$ cat config.mk
export PLATFORM = sky130hd
export DESIGN_NAME = mips_cpu_bus_arbiter_flat
export DESIGN_NICKNAME = d
export VERILOG_FILES = /design/src/rtl/mips_cpu_bus_arbiter_if.sv /design/src/rtl/mips_cpu_bus_arbiter.sv /design/src/flat_wrapper.sv
export SDC_FILE = /design/constraint.sdc
export NUM_CORES = 1
export LEC_CHECK = 0
export CELL_PAD_IN_SITES_DETAIL_PLACEMENT = 1
export CELL_PAD_IN_SITES_GLOBAL_PLACEMENT = 2
export CORE_ASPECT_RATIO = 1.1
export CORE_MARGIN = 4
export CORE_UTILIZATION = 28
export CTS_CLUSTER_SIZE = 20
export DETAILED_ROUTE_END_ITERATION = 8
export HOLD_SLACK_MARGIN = 0.06
export MAX_ROUTING_LAYER = met4
export PLACE_DENSITY_LB_ADDON = 0.1
export SLEW_MARGIN = 20
export SYNTH_ARGS = -nofsm -noshare
export SYNTH_HDL_FRONTEND = slang
export SYNTH_SLANG_ARGS = --single-unit
export TNS_END_PERCENT = 20
$ cat constraint.sdc
create_clock -name clk -period 8.55 [get_ports clk]
set_input_delay 1.2825 -clock clk [delete_from_list [all_inputs] [get_ports clk]]
set_output_delay 1.2825 -clock clk [all_outputs]
set_load 0.05 [all_outputs]
$ cat src/rtl/mips_cpu_bus_arbiter_if.sv
// Signal bundle joining the bus arbiter to its fetch/data requesters and the Avalon memory bus.
// master: the arbiter's view; slave: the requesters' and memory's view.
interface mips_cpu_bus_arbiter_if;
    // Fetch requester
    logic        i_req;
    logic [31:0] i_addr;
    logic        i_ack;
    logic [31:0] i_rdata;
    // Load/store requester
    logic        d_read;
    logic        d_write;
    logic [31:0] d_addr;
    logic [31:0] d_wdata;
    logic [3:0]  d_byteenable;
    logic        d_ack;
    logic [31:0] d_rdata;
    // Status
    logic        bus_err;
    logic        busy;
    // Avalon memory-mapped master
    logic [31:0] mem_address;
    logic        memread;
    logic        memwrite;
    logic [31:0] memwritedata;
    logic [3:0]  byteenable;
    logic        waitrequest;
    logic [31:0] memreaddata;

    // Handshake: a requester holds its request and payload stable until it sees its
    // one-cycle ack; the arbiter holds every Avalon output stable while waitrequest is high.
    modport master (
        input  i_req, i_addr, d_read, d_write, d_addr, d_wdata, d_byteenable,
        input  waitrequest, memreaddata,
        output i_ack, i_rdata, d_ack, d_rdata, bus_err, busy,
        output mem_address, memread, memwrite, memwritedata, byteenable
    );

    modport slave (
        output i_req, i_addr, d_read, d_write, d_addr, d_wdata, d_byteenable,
        output waitrequest, memreaddata,
        input  i_ack, i_rdata, d_ack, d_rdata, bus_err, busy,
        input  mem_address, memread, memwrite, memwritedata, byteenable
    );
endinterface

$ cat src/rtl/mips_cpu_bus_arbiter.sv
// Shares one Avalon bus between instruction fetch and load/store, with round-robin
// tie-breaking and a waitrequest watchdog that aborts stalled transfers.
module mips_cpu_bus_arbiter #(
    parameter int TIMEOUT = 1024
) (
    input  logic                          clk,
    input  logic                          reset,
    mips_cpu_bus_arbiter_if.master        bus,
    output logic [1:0]                    dbg_state
);
    typedef enum logic [1:0] {
        IDLE = 2'd0,
        BUSY = 2'd1,
        ACK  = 2'd2
    } state_t;

    localparam int            CW       = (TIMEOUT < 2) ? 1 : $clog2(TIMEOUT + 1);
    localparam logic [CW-1:0] CNT_LAST = CW'((TIMEOUT > 0) ? TIMEOUT - 1 : 0);
    localparam logic          OWN_FETCH = 1'b0;
    localparam logic          OWN_DATA  = 1'b1;

    state_t        state;
    logic          own;
    logic          last;
    logic [CW-1:0] wd_cnt;

    logic [31:0]   mem_address_r;
    logic          memread_r;
    logic          memwrite_r;
    logic [31:0]   memwritedata_r;
    logic [3:0]    byteenable_r;
    logic          i_ack_r;
    logic          d_ack_r;
    logic [31:0]   i_rdata_r;
    logic [31:0]   d_rdata_r;
    logic          bus_err_r;
    logic          busy_r;

    logic          i_pend;
    logic          d_pend;
    logic          grant_data;
    logic          timeout_hit;

    always_comb begin
        i_pend      = bus.i_req;
        d_pend      = bus.d_read | bus.d_write;
        // On a tie the port that did not win last time gets the bus.
        grant_data  = d_pend & (~i_pend | (last == OWN_FETCH));
        // Firing when the count is one short means strobes last exactly TIMEOUT cycles.
        timeout_hit = (TIMEOUT != 0) && (wd_cnt == CNT_LAST);
    end

    always_ff @(posedge clk or posedge reset) begin
        if (reset) begin
            state          <= IDLE;
            own            <= OWN_FETCH;
            last           <= OWN_DATA;
            wd_cnt         <= '0;
            mem_address_r  <= '0;
            memread_r      <= 1'b0;
            memwrite_r     <= 1'b0;
            memwritedata_r <= '0;
            byteenable_r   <= '0;
            i_ack_r        <= 1'b0;
            d_ack_r        <= 1'b0;
            i_rdata_r      <= '0;
            d_rdata_r      <= '0;
            bus_err_r      <= 1'b0;
            busy_r         <= 1'b0;
        end else begin
            case (state)
                IDLE: begin
                    if (i_pend | d_pend) begin
                        state  <= BUSY;
                        own    <= grant_data;
                        last   <= grant_data;
                        busy_r <= 1'b1;
                        wd_cnt <= '0;
                        if (grant_data) begin
                            mem_address_r  <= bus.d_addr;
                            memwritedata_r <= bus.d_wdata;
                            byteenable_r   <= bus.d_byteenable;
                            memwrite_r     <= bus.d_write;
                            memread_r      <= ~bus.d_write;
                        end else begin
                            mem_address_r  <= bus.i_addr;
                            memwritedata_r <= '0;
                            byteenable_r   <= 4'b1111;
                            memwrite_r     <= 1'b0;
                            memread_r      <= 1'b1;
                        end
                    end
                end

                BUSY: begin
                    if (!bus.waitrequest || timeout_hit) begin
                        if (!bus.waitrequest) begin
                            if (memread_r) begin
                                if (own == OWN_DATA) d_rdata_r <= bus.memreaddata;
                                else                 i_rdata_r <= bus.memreaddata;
                            end
                        end else begin
                            if (own == OWN_DATA) d_rdata_r <= '0;
                            else                 i_rdata_r <= '0;
                        end
                        bus_err_r  <= bus.waitrequest;
                        memread_r  <= 1'b0;
                        memwrite_r <= 1'b0;
                        busy_r     <= 1'b0;
                        i_ack_r    <= (own == OWN_FETCH);
                        d_ack_r    <= (own == OWN_DATA);
                        state      <= ACK;
                    end else if (TIMEOUT != 0) begin
                        wd_cnt <= wd_cnt + 1'b1;
                    end
                end

                ACK: begin
                    i_ack_r   <= 1'b0;
                    d_ack_r   <= 1'b0;
                    bus_err_r <= 1'b0;
                    wd_cnt    <= '0;
                    state     <= IDLE;
                end

                default: state <= IDLE;
            endcase
        end
    end

    assign bus.mem_address  = mem_address_r;
    assign bus.memread      = memread_r;
    assign bus.memwrite     = memwrite_r;
    assign bus.memwritedata = memwritedata_r;
    assign bus.byteenable   = byteenable_r;
    assign bus.i_ack        = i_ack_r;
    assign bus.d_ack        = d_ack_r;
    assign bus.i_rdata      = i_rdata_r;
    assign bus.d_rdata      = d_rdata_r;
    assign bus.bus_err      = bus_err_r;
    assign bus.busy         = busy_r;
    assign dbg_state        = state;
endmodule

$ cat src/flat_wrapper.sv
// flat-port wrapper written by rule: the top's interface ports become plain ports
module mips_cpu_bus_arbiter_flat 
#(
    parameter int TIMEOUT = 1024
)
  (clk, reset, dbg_state, bus_i_req, bus_i_addr, bus_d_read, bus_d_write, bus_d_addr, bus_d_wdata, bus_d_byteenable, bus_waitrequest, bus_memreaddata, bus_i_ack, bus_i_rdata, bus_d_ack, bus_d_rdata, bus_bus_err, bus_busy, bus_mem_address, bus_memread, bus_memwrite, bus_memwritedata, bus_byteenable);
  mips_cpu_bus_arbiter_if bus_i ();
  input  logic clk;
  input  logic reset;
  output logic [1:0] dbg_state;
  input wire logic [$bits(bus_i.i_req)-1:0] bus_i_req;
  input wire logic [$bits(bus_i.i_addr)-1:0] bus_i_addr;
  input wire logic [$bits(bus_i.d_read)-1:0] bus_d_read;
  input wire logic [$bits(bus_i.d_write)-1:0] bus_d_write;
  input wire logic [$bits(bus_i.d_addr)-1:0] bus_d_addr;
  input wire logic [$bits(bus_i.d_wdata)-1:0] bus_d_wdata;
  input wire logic [$bits(bus_i.d_byteenable)-1:0] bus_d_byteenable;
  input wire logic [$bits(bus_i.waitrequest)-1:0] bus_waitrequest;
  input wire logic [$bits(bus_i.memreaddata)-1:0] bus_memreaddata;
  output wire logic [$bits(bus_i.i_ack)-1:0] bus_i_ack;
  output wire logic [$bits(bus_i.i_rdata)-1:0] bus_i_rdata;
  output wire logic [$bits(bus_i.d_ack)-1:0] bus_d_ack;
  output wire logic [$bits(bus_i.d_rdata)-1:0] bus_d_rdata;
  output wire logic [$bits(bus_i.bus_err)-1:0] bus_bus_err;
  output wire logic [$bits(bus_i.busy)-1:0] bus_busy;
  output wire logic [$bits(bus_i.mem_address)-1:0] bus_mem_address;
  output wire logic [$bits(bus_i.memread)-1:0] bus_memread;
  output wire logic [$bits(bus_i.memwrite)-1:0] bus_memwrite;
  output wire logic [$bits(bus_i.memwritedata)-1:0] bus_memwritedata;
  output wire logic [$bits(bus_i.byteenable)-1:0] bus_byteenable;
  assign bus_i.i_req = bus_i_req;
  assign bus_i.i_addr = bus_i_addr;
  assign bus_i.d_read = bus_d_read;
  assign bus_i.d_write = bus_d_write;
  assign bus_i.d_addr = bus_d_addr;
  assign bus_i.d_wdata = bus_d_wdata;
  assign bus_i.d_byteenable = bus_d_byteenable;
  assign bus_i.waitrequest = bus_waitrequest;
  assign bus_i.memreaddata = bus_memreaddata;
  assign bus_i_ack = bus_i.i_ack;
  assign bus_i_rdata = bus_i.i_rdata;
  assign bus_d_ack = bus_i.d_ack;
  assign bus_d_rdata = bus_i.d_rdata;
  assign bus_bus_err = bus_i.bus_err;
  assign bus_busy = bus_i.busy;
  assign bus_mem_address = bus_i.mem_address;
  assign bus_memread = bus_i.memread;
  assign bus_memwrite = bus_i.memwrite;
  assign bus_memwritedata = bus_i.memwritedata;
  assign bus_byteenable = bus_i.byteenable;
  mips_cpu_bus_arbiter #(.TIMEOUT(TIMEOUT)) u_core (.clk(clk), .reset(reset), .bus(bus_i), .dbg_state(dbg_state));
endmodule
==> summary.txt, run 1 <==
Outcome
  • Outcome: finished, final reports clean

Critical path
  • Stage delay of the slowest cell on the critical path: about 930 ps
  • Worst reg2reg path depth: 6
  • Crit. End Element: primary output
  • Endpoint required time on the critical path: 7270 ps
  • Signal arrival time at the worst endpoint: 1990 ps
  • Critical-path cell list: clkdlybuf4s50_1
  • Worst reg2reg endpoint: u_core.bus.d_rdata[6]$_DFFE_PP0P_
  • Worst-path maximum fanout: 14
  • Cell family with most CP delay: buffers and inverters
  • Reg-to-reg slack, setup: 6110 ps
  • Worst setup path class: reg -> out
  • Worst r2r src: u_core.dbg_state[0]$_DFFE_PP0P_
  • Cell at the slowest stage of the critical path: clkdlybuf4s50_1
  • Startpoint type of the worst setup path: flop
  • Total buffers and inverters traversed by the critical path: 1

Die
  • Core outline area: 0.0221 mm^2
  • Num rows: 57
  • Die X: 151 um
  • Effective utilization at floorplan: 28.5%
  • Die footprint: 0.0250 mm^2
  • Die height: 165 um
  • I/O pin cnt: 278

Clocking
  • Clock network latency to the later pin of the worst-skew pair: about 430 ps
  • Post-CTS repair timing setup buffer count: 0
  • Sink Count: 153
  • Cell chosen for the clock root: clkbuf_16
  • Maximum buffer depth of the clock tree: 2
  • Number of clock buffers inserted by TritonCTS: 17
  • Level count of the clock H-tree: 4
  • Register clock-pin slew on the reported worst setup and hold paths: 70 ps
  • CTS tree: done
  • Number of cells upsized or downsized after cts: 0
  • CTS Hold Buffers Added: 0

Synthesis
  • Fraction of registers with async set or reset after synthesis: 100%
  • Area of the mapped netlist: 0.00630 mm^2
  • Count of unique library cells instantiated by Yosys: 48
  • Part of the Yosys area used for sequential elements: 60.8%
  • Prevailing post-synth register cell: dfrtp_1
  • Net Count, Synth: 637
  • Number of register bits inferred by synthesis: 153
  • Count of synthesis-stage warnings from yosys: 0
  • Number of instances in the synthesized netlist: between 400 and 500
  • Mean cell area of the mapped netlist: 12.7 um^2
  • EDFF count, synth: 0

STA
  • Final Max Tran Viols: 0
  • Final setup vio count: 0
  • Unrepaired setup endpoints after global routing: false
  • Tightest Pin Transition: 1010 ps
  • Setup Total Neg Slack: 0 ps
  • Hold violation count in the final report: 0
  • Clock Skew: 10.2 ps
  • Crit share post-route: 38.3%
  • Final min period: between 3000 and 4000 ps
  • Headroom to the max-slew limit: between 30% and 40%
  • Top achievable clock speed: 0.306 GHz

Place
  • HPWL after detailed placement: 15000 um
  • Final GP Congestion: 0.766
  • Buffers on Ports: 277

Power and ir drop
  • Net load switching power: 2190 uW
  • Power density relative to cell area: 456 mW/mm^2
  • Clk network pwr share: 17.3%
  • Worst IR Drop VDD: 0.000154 V
  • Fraction of power spent switching nets: around 48%
  • Static Leak: 0.00415 uW
  • Power share of the sequential group: 27.5%
  • Cell internal power dissipation: 2340 uW
  • Share of power burned in combinational logic: 55.2%
  • Overall power consumption: 4530 uW

Job
  • Number of max-capacitance violations reported: 0

Final layout
  • Antenna diode count: 0
  • Proportion of layout cells with a drive suffix above 1: 7.25%
  • Final layout net count: 898
  • Syn-to-layout area delta: 57.5%
  • Commonest non-fill, non-tap cell in the layout: clkdlybuf4s50_1
  • Most used cells in the layout excluding fill and tap cells: 277 x clkdlybuf4s50_1, 152 x dfrtp_1, 61 x a32o_1

Drt
  • Number of antenna-violating nets in the routed design: 0
  • Vias: 5227
  • WL final: 20800 um
  • Remaining routing DRC violations: 0
  • Routed length per instance: roughly 19 um
  • Drt pass-1 iters: 4
  • Mean number of vias per cell: 4.90
  • Violation count after the first detailed-route iteration: slightly above 200

GRT
  • Maximum number of pins on one net before global-route repair: 104
  • Global route overflow: 0
  • Total GRT Usage: 17.0%
  • Global-route wire length before repair: 32100 um
  • Initial antenna violation count: 0
  • Via count of the first global-routing pass: 5897

Hold path
  • Worst min-delay path endpoint: u_core.last$_DFFE_PP1P_
  • Origin of the worst min-delay path: u_core.last$_DFFE_PP1P_
  • Worst hold path cell count: 2
  • Worst min-delay path category: reg -> reg
layout make-up:
type | count | area, um^2
fill | 2349 | 12200
clock inverter | 14 | 176
tap | 295 | 369
inverter | 5 | 23.8
clock buffer | 18 | 439
timing repair buffer | 285 | 2830
multi-input combinational | 297 | 2260
sequential | 153 | 3830
sequential cells by signal, summed over array words and instances, names as in the netlist, 2 cells and up:
| signal | flops |
|---|---|
| u_core.dbg_state | 2 |
| u_core.bus.i_rdata | 32 |
| u_core.bus.d_rdata | 32 |
| u_core.bus.memwritedata | 32 |
| u_core.wd_cnt | 11 |
| u_core.bus.byteenable | 4 |
| u_core.bus.mem_address | 32 |
cells by family (layout without fill, tap and decap cells):
kind of cell             after synthesis  after routing  share of synthesized area (%)
adder cells (fa/ha/maj)                1              1                          0.198
buffers and inverters                 48            322                           3.93
multiplexers                          34             34                           5.40
AND/OR/NAND/NOR                       98             98                           7.88
AO/OA/AOI/OAI                        164            164                           21.8
flip-flops                           153            153                           60.8
cells in the mapped netlist (5+ instances only):
| cell type | n | share of area, % |
|---|---|---|
| a221o_1 | 6 | 0.95 |
| a22o_1 | 32 | 4.4 |
| a32o_1 | 61 | 9.7 |
| and2_1 | 6 | 0.60 |
| buf_2 | 18 | 1.4 |
| buf_6 | 6 | 1.1 |
| clkbuf_1 | 19 | 1.1 |
| dfrtp_1 | 152 | 60 |
| inv_1 | 5 | 0.30 |
| mux2i_1 | 34 | 5.4 |
| nand2_1 | 50 | 3.0 |
| nand3_1 | 5 | 0.40 |
| nor2_1 | 6 | 0.36 |
| nor2b_1 | 5 | 0.50 |
| nor3_1 | 8 | 0.64 |
| o21ai_0 | 37 | 2.9 |
worst max path at each step:
| stage | slack (ps) | start | endpoint | depth (start not counted) |
|---|---|---|---|---|
| final | 5280 | u_core.dbg_state[0]$_DFFE_PP0P_ | dbg_state[0] | 1 |
| after global routing | 5170 | u_core.dbg_state[0]$_DFFE_PP0P_ | dbg_state[0] | 1 |
| after CTS | 5220 | u_core.dbg_state[0]$_DFFE_PP0P_ | dbg_state[0] | 1 |
| after detailed placement | 4940 | bus_d_write | u_core.bus.mem_address[12]$_DFFE_PP0P_ | 4 |
| after global placement | 5060 | bus_d_write | u_core.bus.memwrite$_DFFE_PP0P_ | 5 |
| after floorplan | 3150 | reset | u_core.bus.bus_err$_DFFE_PP0P_ | 1 |
power groups by stage:
stage / combinational [uW] / sequential, uW / clock, uW
floorplan: 594 / 2280 / 0
global placement: 2500 / 1240 / 0
detailed placement: 2540 / 1260 / 0
CTS: 2540 / 1250 / 806
global route: 2640 / 1300 / 837
finish: 2500 / 1250 / 781
through the flow:
step | worst slack [ps] | hold slack [ps] | util, % | area [um^2] | std cells
global placement | 5060 | 452 | 42.1 | 9310 | 1035
floorplan | 3150 | 439 | - | 6300 | 498
global route | 5170 | 508 | 44.9 | 9930 | 1067
finish | 5280 | 466 | 44.9 | 9930 | 1067
detailed placement | 4940 | 460 | 42.1 | 9310 | 1035
CTS | 5220 | 472 | 44.9 | 9930 | 1067
per-layer routing:
| layer | GRT usage [%] | routed length, um | up-vias |
|---|---|---|---|
| met5 | - | 0 | - |
| met3 | 7.12 | 2030 | 16 |
| met2 | 27.1 | 10100 | 200 |
| met4 | 4.00 | 252 | 0 |
| met1 | 20.0 | 8370 | 2582 |
| li1 | - | - | 2429 |
Note: power is estimated with default switching activity, not from simulation.
==> inputs of run 2 (changes only) <==
- CORE_UTILIZATION: 28 -> 23
- clock period: 8.55 -> 2.75 ns (I/O delays scaled with it)
==> run 2 against run 1 <==
  * Critical path type unchanged
  * Register-to-register slack worse by 5500 ps
  * First-iteration DRC count grew 4.5%
  * Critical endpoint is now bus_memread
  * Largest cell class unchanged
  * Highest routed layer unchanged
  * Cell area increased by 2.0%
==> summary.txt, run 2 (synthesis gave the netlist of run 1 again) <==
Critical path
  • Worst-path maximum fanout: 9 (-5)
  • Cell family with most CP delay: buffers and inverters
  • Endpoint required time on the critical path: 2340 ps (-4930 ps)
  • Cell at the slowest stage of the critical path: clkdlybuf4s50_1
  • Startpoint type of the worst setup path: flop
  • Worst setup path class: reg -> out
  • Crit. End Element: primary output
  • Signal arrival time at the worst endpoint: 1880 ps (-110 ps)
  • Stage delay of the slowest cell on the critical path: 910 ps (-20 ps)
  • Critical-path cell list: clkdlybuf4s50_1
  • Total buffers and inverters traversed by the critical path: 1 (unchanged)

Job
  • Number of max-capacitance violations reported: 0 (unchanged)

Hold path
  • Worst min-delay path category: in -> async

Power and ir drop
  • Worst IR Drop VDD: 0.000478 V (+210%)
  • Overall power consumption: 14200 uW (+210%)
  • Net load switching power: 6920 uW (+220%)
  • Clk network pwr share: 16.9% (-0.4 points)
  • Cell internal power dissipation: 7250 uW (+210%)
  • Share of power burned in combinational logic: 55.9% (+0.7 points)
  • Static Leak: 0.00420 uW (+1.2%)
  • Power share of the sequential group: 27.2% (-0.3 points)
  • Power density relative to cell area: 1400 mW/mm^2 (+210%)
  • Fraction of power spent switching nets: 48.9% (+0.47 points)

STA
  • Final Max Tran Viols: 0 (unchanged)
  • Hold violation count in the final report: 0 (unchanged)
  • Final setup vio count: 0 (unchanged)
  • Setup Total Neg Slack: 0 ps (unchanged)
  • Top achievable clock speed: roughly 0.44 GHz
  • Final worst-path setup slack: 459 ps (-4820 ps)
  • Unrepaired setup endpoints after global routing: false
  • Tightest Pin Transition: 686 ps (-322 ps)
  • Clock Skew: 17.6 ps (+7.41 ps)
  • Crit share post-route: 83.3%
  • Final min period: roughly 2300 ps
  • Headroom to the max-slew limit: 53.9% (+21 points)

Place
  • Post-DP Area: 0.00951 mm^2 (+2.2%)
  • HPWL after detailed placement: 16100 um (+7.3%)
  • Post-Place Worst Slack: 404 ps (-4540 ps)
  • Final GP Congestion: 0.757 (-1.1%)
  • Buffers on Ports: 277 (unchanged)

Final layout
  • Final layout net count: 908 (+1.1%)
  • Fill cell total of the finished layout: 2892 (+23%)
  • Footprint of the multi-input gates: 0.00226 mm^2 (unchanged)
  • Finished layout cell area: 0.0101 mm^2 (+2.0%)
  • Antenna diode count: 0 (unchanged)
  • Most used cells in the layout excluding fill and tap cells: 277 x clkdlybuf4s50_1, 152 x dfrtp_1, 61 x a32o_1
  • Area of all sequential standard cells: 0.00383 mm^2 (unchanged)
  • Syn-to-layout area delta: 60.6%
  • Proportion of layout cells with a drive suffix above 1: 8.44% (+1.2 points)
  • Commonest non-fill, non-tap cell in the layout: clkdlybuf4s50_1

Clocking
  • Post-CTS repair timing setup buffer count: 0 (unchanged)
  • Maximum buffer depth of the clock tree: 2 (unchanged)
  • Cell chosen for the clock root: clkbuf_16
  • Clock network latency to the later pin of the worst-skew pair: 430 ps (about the same)
  • Register clock-pin slew on the reported worst setup and hold paths: 70 ps (about the same)
  • CTS tree: done
  • CTS Hold Buffers Added: 0 (unchanged)
  • Level count of the clock H-tree: 4 (unchanged)
  • Number of clock buffers inserted by TritonCTS: 17 (unchanged)
  • Sink Count: 153 (unchanged)
  • Number of cells upsized or downsized after cts: 0 (unchanged)

GRT
  • Initial antenna violation count: 0 (unchanged)
  • Maximum number of pins on one net before global-route repair: 99 (-4.8%)
  • Global routing met3 resource utilization: 5.53% (-1.6 points)
  • Via count of the first global-routing pass: 5850 (-0.80%)
  • Global route overflow: 0 (unchanged)
  • Most crowded layer after global routing: met2
  • Total GRT Usage: 14.6% (-2.4 points)
  • Global-route wire length before repair: 33900 um (+5.4%)
  • Met2 global-route usage: 23.6% (-3.5 points)
  • Met1 capacity usage during global routing: 17.0% (-3.0 points)

Drt
  • WL final: 21700 um (+4.6%)
  • Number of antenna-violating nets in the routed design: 0 (unchanged)
  • Drt pass-1 iters: 4 (unchanged)
  • Mean number of vias per cell: 4.67 (-4.7%)
  • Vias: 5318 (+1.7%)
  • Violation count after the first detailed-route iteration: 211 (+4.5%)
  • Routed length per instance: 19.1 um (-2.0%)
  • Remaining routing DRC violations: 0 (unchanged)

Die
  • Die footprint: 0.0301 mm^2 (+21%)
  • Core outline area: 0.0270 mm^2 (+22%)
  • Num rows: 63 (+11%)
  • Die height: 182 um (+9.8%)
  • I/O pin cnt: 278 (unchanged)
  • Die X: 166 um (+9.8%)
  • Effective utilization at floorplan: 23.4% (-5.1 points)

Outcome
  • Outcome: finished, final reports clean
-- run 2: changes by cell type in the layout (fill, tap and decap cells not counted), moves of 2 or more --
cell,previous run,this run
buf_12,0,4
buf_4,8,14
clkinv_8,1,3
clkinvlp_4,0,3
inv_6,7,3
-- run 2: final cells by class --
type | count | area share, %
Tap cell | 357 | 4.41
Timing Repair Buffer | 295 | 29.2
Clock buffer | 17 | 4.20
Inverter | 5 | 0.222
Sequential cell | 153 | 37.8
Clock inverter | 15 | 1.80
Multi-Input combinational cell | 297 | 22.3
-- run 2: power by group through the flow --
stage | clock network (uW) | registers (uW) | logic [uW]
6_report | 2400 | 3850 | 7920
3_5_place_dp | 0 | 3900 | 8030
5_1_grt | 2590 | 3990 | 8360
3_3_place_gp | 0 | 3850 | 7940
2_1_floorplan | 0 | 7080 | 1850
4_1_cts | 2490 | 3870 | 8040
-- run 2: final timing paths --
path	start	to	slack (ps)	depth (start not counted)
min	reset	u_core.bus.mem_address[31]$_DFFE_PP0P_	460	3
max	u_core.bus.memread$_DFFE_PP0P_	bus_memread	460	1
max in group asynchronous	reset	u_core.bus.memwrite$_DFFE_PP0P_	1750	3
min reg2reg	u_core.last$_DFFE_PP1P_	u_core.last$_DFFE_PP1P_	470	2
max reg2reg	u_core.wd_cnt[0]$_DFFE_PP0P_	u_core.wd_cnt[1]$_DFFE_PP0P_	610	6
min in group clk	u_core.last$_DFFE_PP1P_	u_core.last$_DFFE_PP1P_	470	2
-- run 2: per-stage QoR --
step / hold slack (ps) / utilization [%] / instances
CTS: 474 / 37.5 / 1139
floorplan: 439 / - / 498
finish: 461 / 37.5 / 1139
global route: 489 / 37.5 / 1139
detailed placement: 457 / 35.3 / 1107
global placement: 452 / 35.3 / 1107
-- run 2: routing by layer --
| layer | routed length (um) | part of all wire, % |
|---|---|---|
| met5 | 0 | 0 |
| met4 | 255 | 1.2 |
| met3 | 1830 | 8.4 |
| met2 | 10600 | 49 |
| met1 | 9020 | 42 |
==> inputs of run 3 (changes only) <==
- CORE_UTILIZATION: 23 -> 26
- clock period: 2.75 -> 2.4 ns (I/O delays scaled with it)
==> run 3 against run 2 <==
  * Non-clock buffer count is 2 higher
  * Critical path type unchanged
  * Highest routed layer unchanged
  * Clock-buffer cell count is 1 higher
  * Die area is 11% lower
  * Sequential power is 15% higher
  * Routed wire length is 2.0% lower
  * First-iteration DRC count is 19% higher
==> summary.txt, run 3 (synthesis gave the netlist of run 1 again) <==
Power and ir drop
  • Worst IR Drop VDD: 0.000617 V (+29%)
  • Power density relative to cell area: 1630 mW/mm^2 (+16%)
  • Static Leak: 0.00423 uW (+0.77%)

GRT
  • Met1 capacity usage during global routing: 19.6% (+2.6 points)
  • Via count of the first global-routing pass: 5835 (-0.26%)
  • Most crowded layer after global routing: met2
  • Met2 global-route usage: 25.4% (+1.8 points)
  • Initial antenna violation count: 0 (unchanged)
  • Global route overflow: 0 (unchanged)
  • Maximum number of pins on one net before global-route repair: 106 (+7.1%)
  • Total GRT Usage: 16.2% (+1.6 points)
  • Global routing met3 resource utilization: 6.06% (+0.53 points)
  • Global-route wire length before repair: 33100 um (-2.3%)

Final layout
  • Fill cell total of the finished layout: 2520 (-13%)
  • Antenna diode count: 0 (unchanged)
  • Footprint of the multi-input gates: 0.00226 mm^2 (unchanged)
  • Final layout net count: 910 (+0.22%)
  • Syn-to-layout area delta: 60.7% (about the same)
  • Proportion of layout cells with a drive suffix above 1: 8.67% (+0.23 points)
  • Most used cells in the layout excluding fill and tap cells: 276 x clkdlybuf4s50_1, 152 x dfrtp_1, 61 x a32o_1
  • Commonest non-fill, non-tap cell in the layout: clkdlybuf4s50_1
  • Final core utilization: 42.6% (+5.1 points)
  • Area of all sequential standard cells: 0.00383 mm^2 (unchanged)

Die
  • Die X: 156 um (-5.7%)
  • Effective utilization at floorplan: 26.5% (+3.1 points)
  • I/O pin cnt: 278 (unchanged)
  • Die footprint: 0.0268 mm^2 (-11%)
  • Num rows: 59 (-6.3%)
  • Die height: 171 um (-5.7%)
  • Core outline area: 0.0238 mm^2 (-12%)

STA
  • Top achievable clock speed: roughly 0.45 GHz
  • Post-route worst hold slack: 460 ps (-0.934 ps)
  • Final Max Tran Viols: 0 (unchanged)
  • Hold violation count in the final report: 0 (unchanged)
  • Crit share post-route: 93.4%
  • Clock Skew: 10.6 ps (-7.04 ps)
  • Tightest Pin Transition: 665 ps (-21.2 ps)
  • Setup Total Neg Slack: 0 ps (unchanged)
  • Headroom to the max-slew limit: 55.4% (+1.4 points)
  • Final min period: between 2000 and 2500 ps
  • Unrepaired setup endpoints after global routing: false
  • Final setup vio count: 0 (unchanged)

Clocking
  • Clock network latency to the later pin of the worst-skew pair: 420 ps (about the same)
  • Sink Count: 153 (unchanged)
  • Register clock-pin slew on the reported worst setup and hold paths: 60 ps (about the same)
  • Number of cells upsized or downsized after cts: 0 (unchanged)
  • Level count of the clock H-tree: 4 (unchanged)
  • Post-CTS repair timing setup buffer count: 0 (unchanged)
  • Cell chosen for the clock root: clkbuf_16
  • Maximum buffer depth of the clock tree: 2 (unchanged)
  • CTS tree: done
  • CTS Hold Buffers Added: 0 (unchanged)
  • Number of clock buffers inserted by TritonCTS: 17 (unchanged)

Outcome
  • Outcome: finished, final reports clean

Drt
  • Drt pass-1 iters: 5 (+1)
  • Vias: 5322 (+0.075%)
  • Remaining routing DRC violations: 0 (unchanged)
  • Mean number of vias per cell: 4.89 (+4.7%)
  • WL final: 21300 um (-2.0%)
  • Number of antenna-violating nets in the routed design: 0 (unchanged)
  • Routed length per instance: 19.5 um (+2.5%)
  • Violation count after the first detailed-route iteration: 251 (+19%)

Critical path
  • Cell at the slowest stage of the critical path: clkdlybuf4s50_1
  • Reg-to-reg slack, setup: 330 ps (-280 ps)
  • Worst reg2reg endpoint: u_core.wd_cnt[1]$_DFFE_PP0P_
  • Signal arrival time at the worst endpoint: 1880 ps (about the same)
  • Startpoint type of the worst setup path: flop
  • Crit. End Element: primary output
  • Worst-path maximum fanout: 12 (+3)
  • Worst r2r src: u_core.wd_cnt[0]$_DFFE_PP0P_
  • Total buffers and inverters traversed by the critical path: 1 (unchanged)
  • Stage delay of the slowest cell on the critical path: 900 ps (about the same)
  • Cell family with most CP delay: buffers and inverters
  • Worst setup path class: reg -> out
  • Endpoint required time on the critical path: 2040 ps (-300 ps)
  • Critical-path cell list: clkdlybuf4s50_1
  • Worst reg2reg path depth: 5 (-1)

Place
  • HPWL after detailed placement: 15800 um (-2.3%)
  • Buffers on Ports: 277 (unchanged)
  • Final GP Congestion: 0.783 (+3.5%)

Job
  • Number of max-capacitance violations reported: 0 (unchanged)

Hold path
  • Worst min-delay path category: in -> async
[run 3: through the flow]
step,total power [uW],instances,worst slack [ps],instance area (um^2)
4_1_cts,16700,1089,102,10100
3_3_place_gp,13600,1057,388,9490
6_report,16500,1089,158,10100
2_1_floorplan,10200,498,110,6310
5_1_grt,17300,1089,43.7,10100
3_5_place_dp,13700,1057,268,9490
[run 3: how the worst max path moves through the flow]
stage          slack, ps                             from  depth (start not counted)                        endpoint
2_1_floorplan        110                            reset                          1  u_core.bus.bus_err$_DFFE_PP0P_
3_3_place_gp         390                      bus_d_write                          6    u_core.wd_cnt[1]$_DFFE_PP0P_
3_5_place_dp         270                      bus_d_write                          6    u_core.wd_cnt[1]$_DFFE_PP0P_
4_1_cts              100  u_core.dbg_state[1]$_DFFE_PP0P_                          1                    dbg_state[1]
5_1_grt               40  u_core.dbg_state[1]$_DFFE_PP0P_                          1                    dbg_state[1]
6_report             160  u_core.dbg_state[1]$_DFFE_PP0P_                          1                    dbg_state[1]
[run 3: cell type report]
class | count | share of cell area (%)
well taps | 305 | 3.77
clock inverters | 14 | 2.09
flip-flops and latches | 153 | 37.8
multi-input cells | 297 | 22.3
repair buffers | 297 | 29.6
inverters | 5 | 0.222
clock buffers | 18 | 4.24
[run 3: layer usage]
layer | vias to the layer above | wire, um
li1 | 2444 | -
met1 | 2648 | 8770
met2 | 203 | 10300
met3 | 27 | 1820
met4 | 0 | 385
met5 | - | 0
[run 3: power breakdown]
group / switching (uW) / leakage (uW) / internal (uW) / total, uW
sequential: 725 / 0.00192 / 3710 / 4440
clock: 1160 / 0.000303 / 1770 / 2930
combinational: 5960 / 0.00201 / 3160 / 9120
total: 7840 / 0.00423 / 8650 / 16500
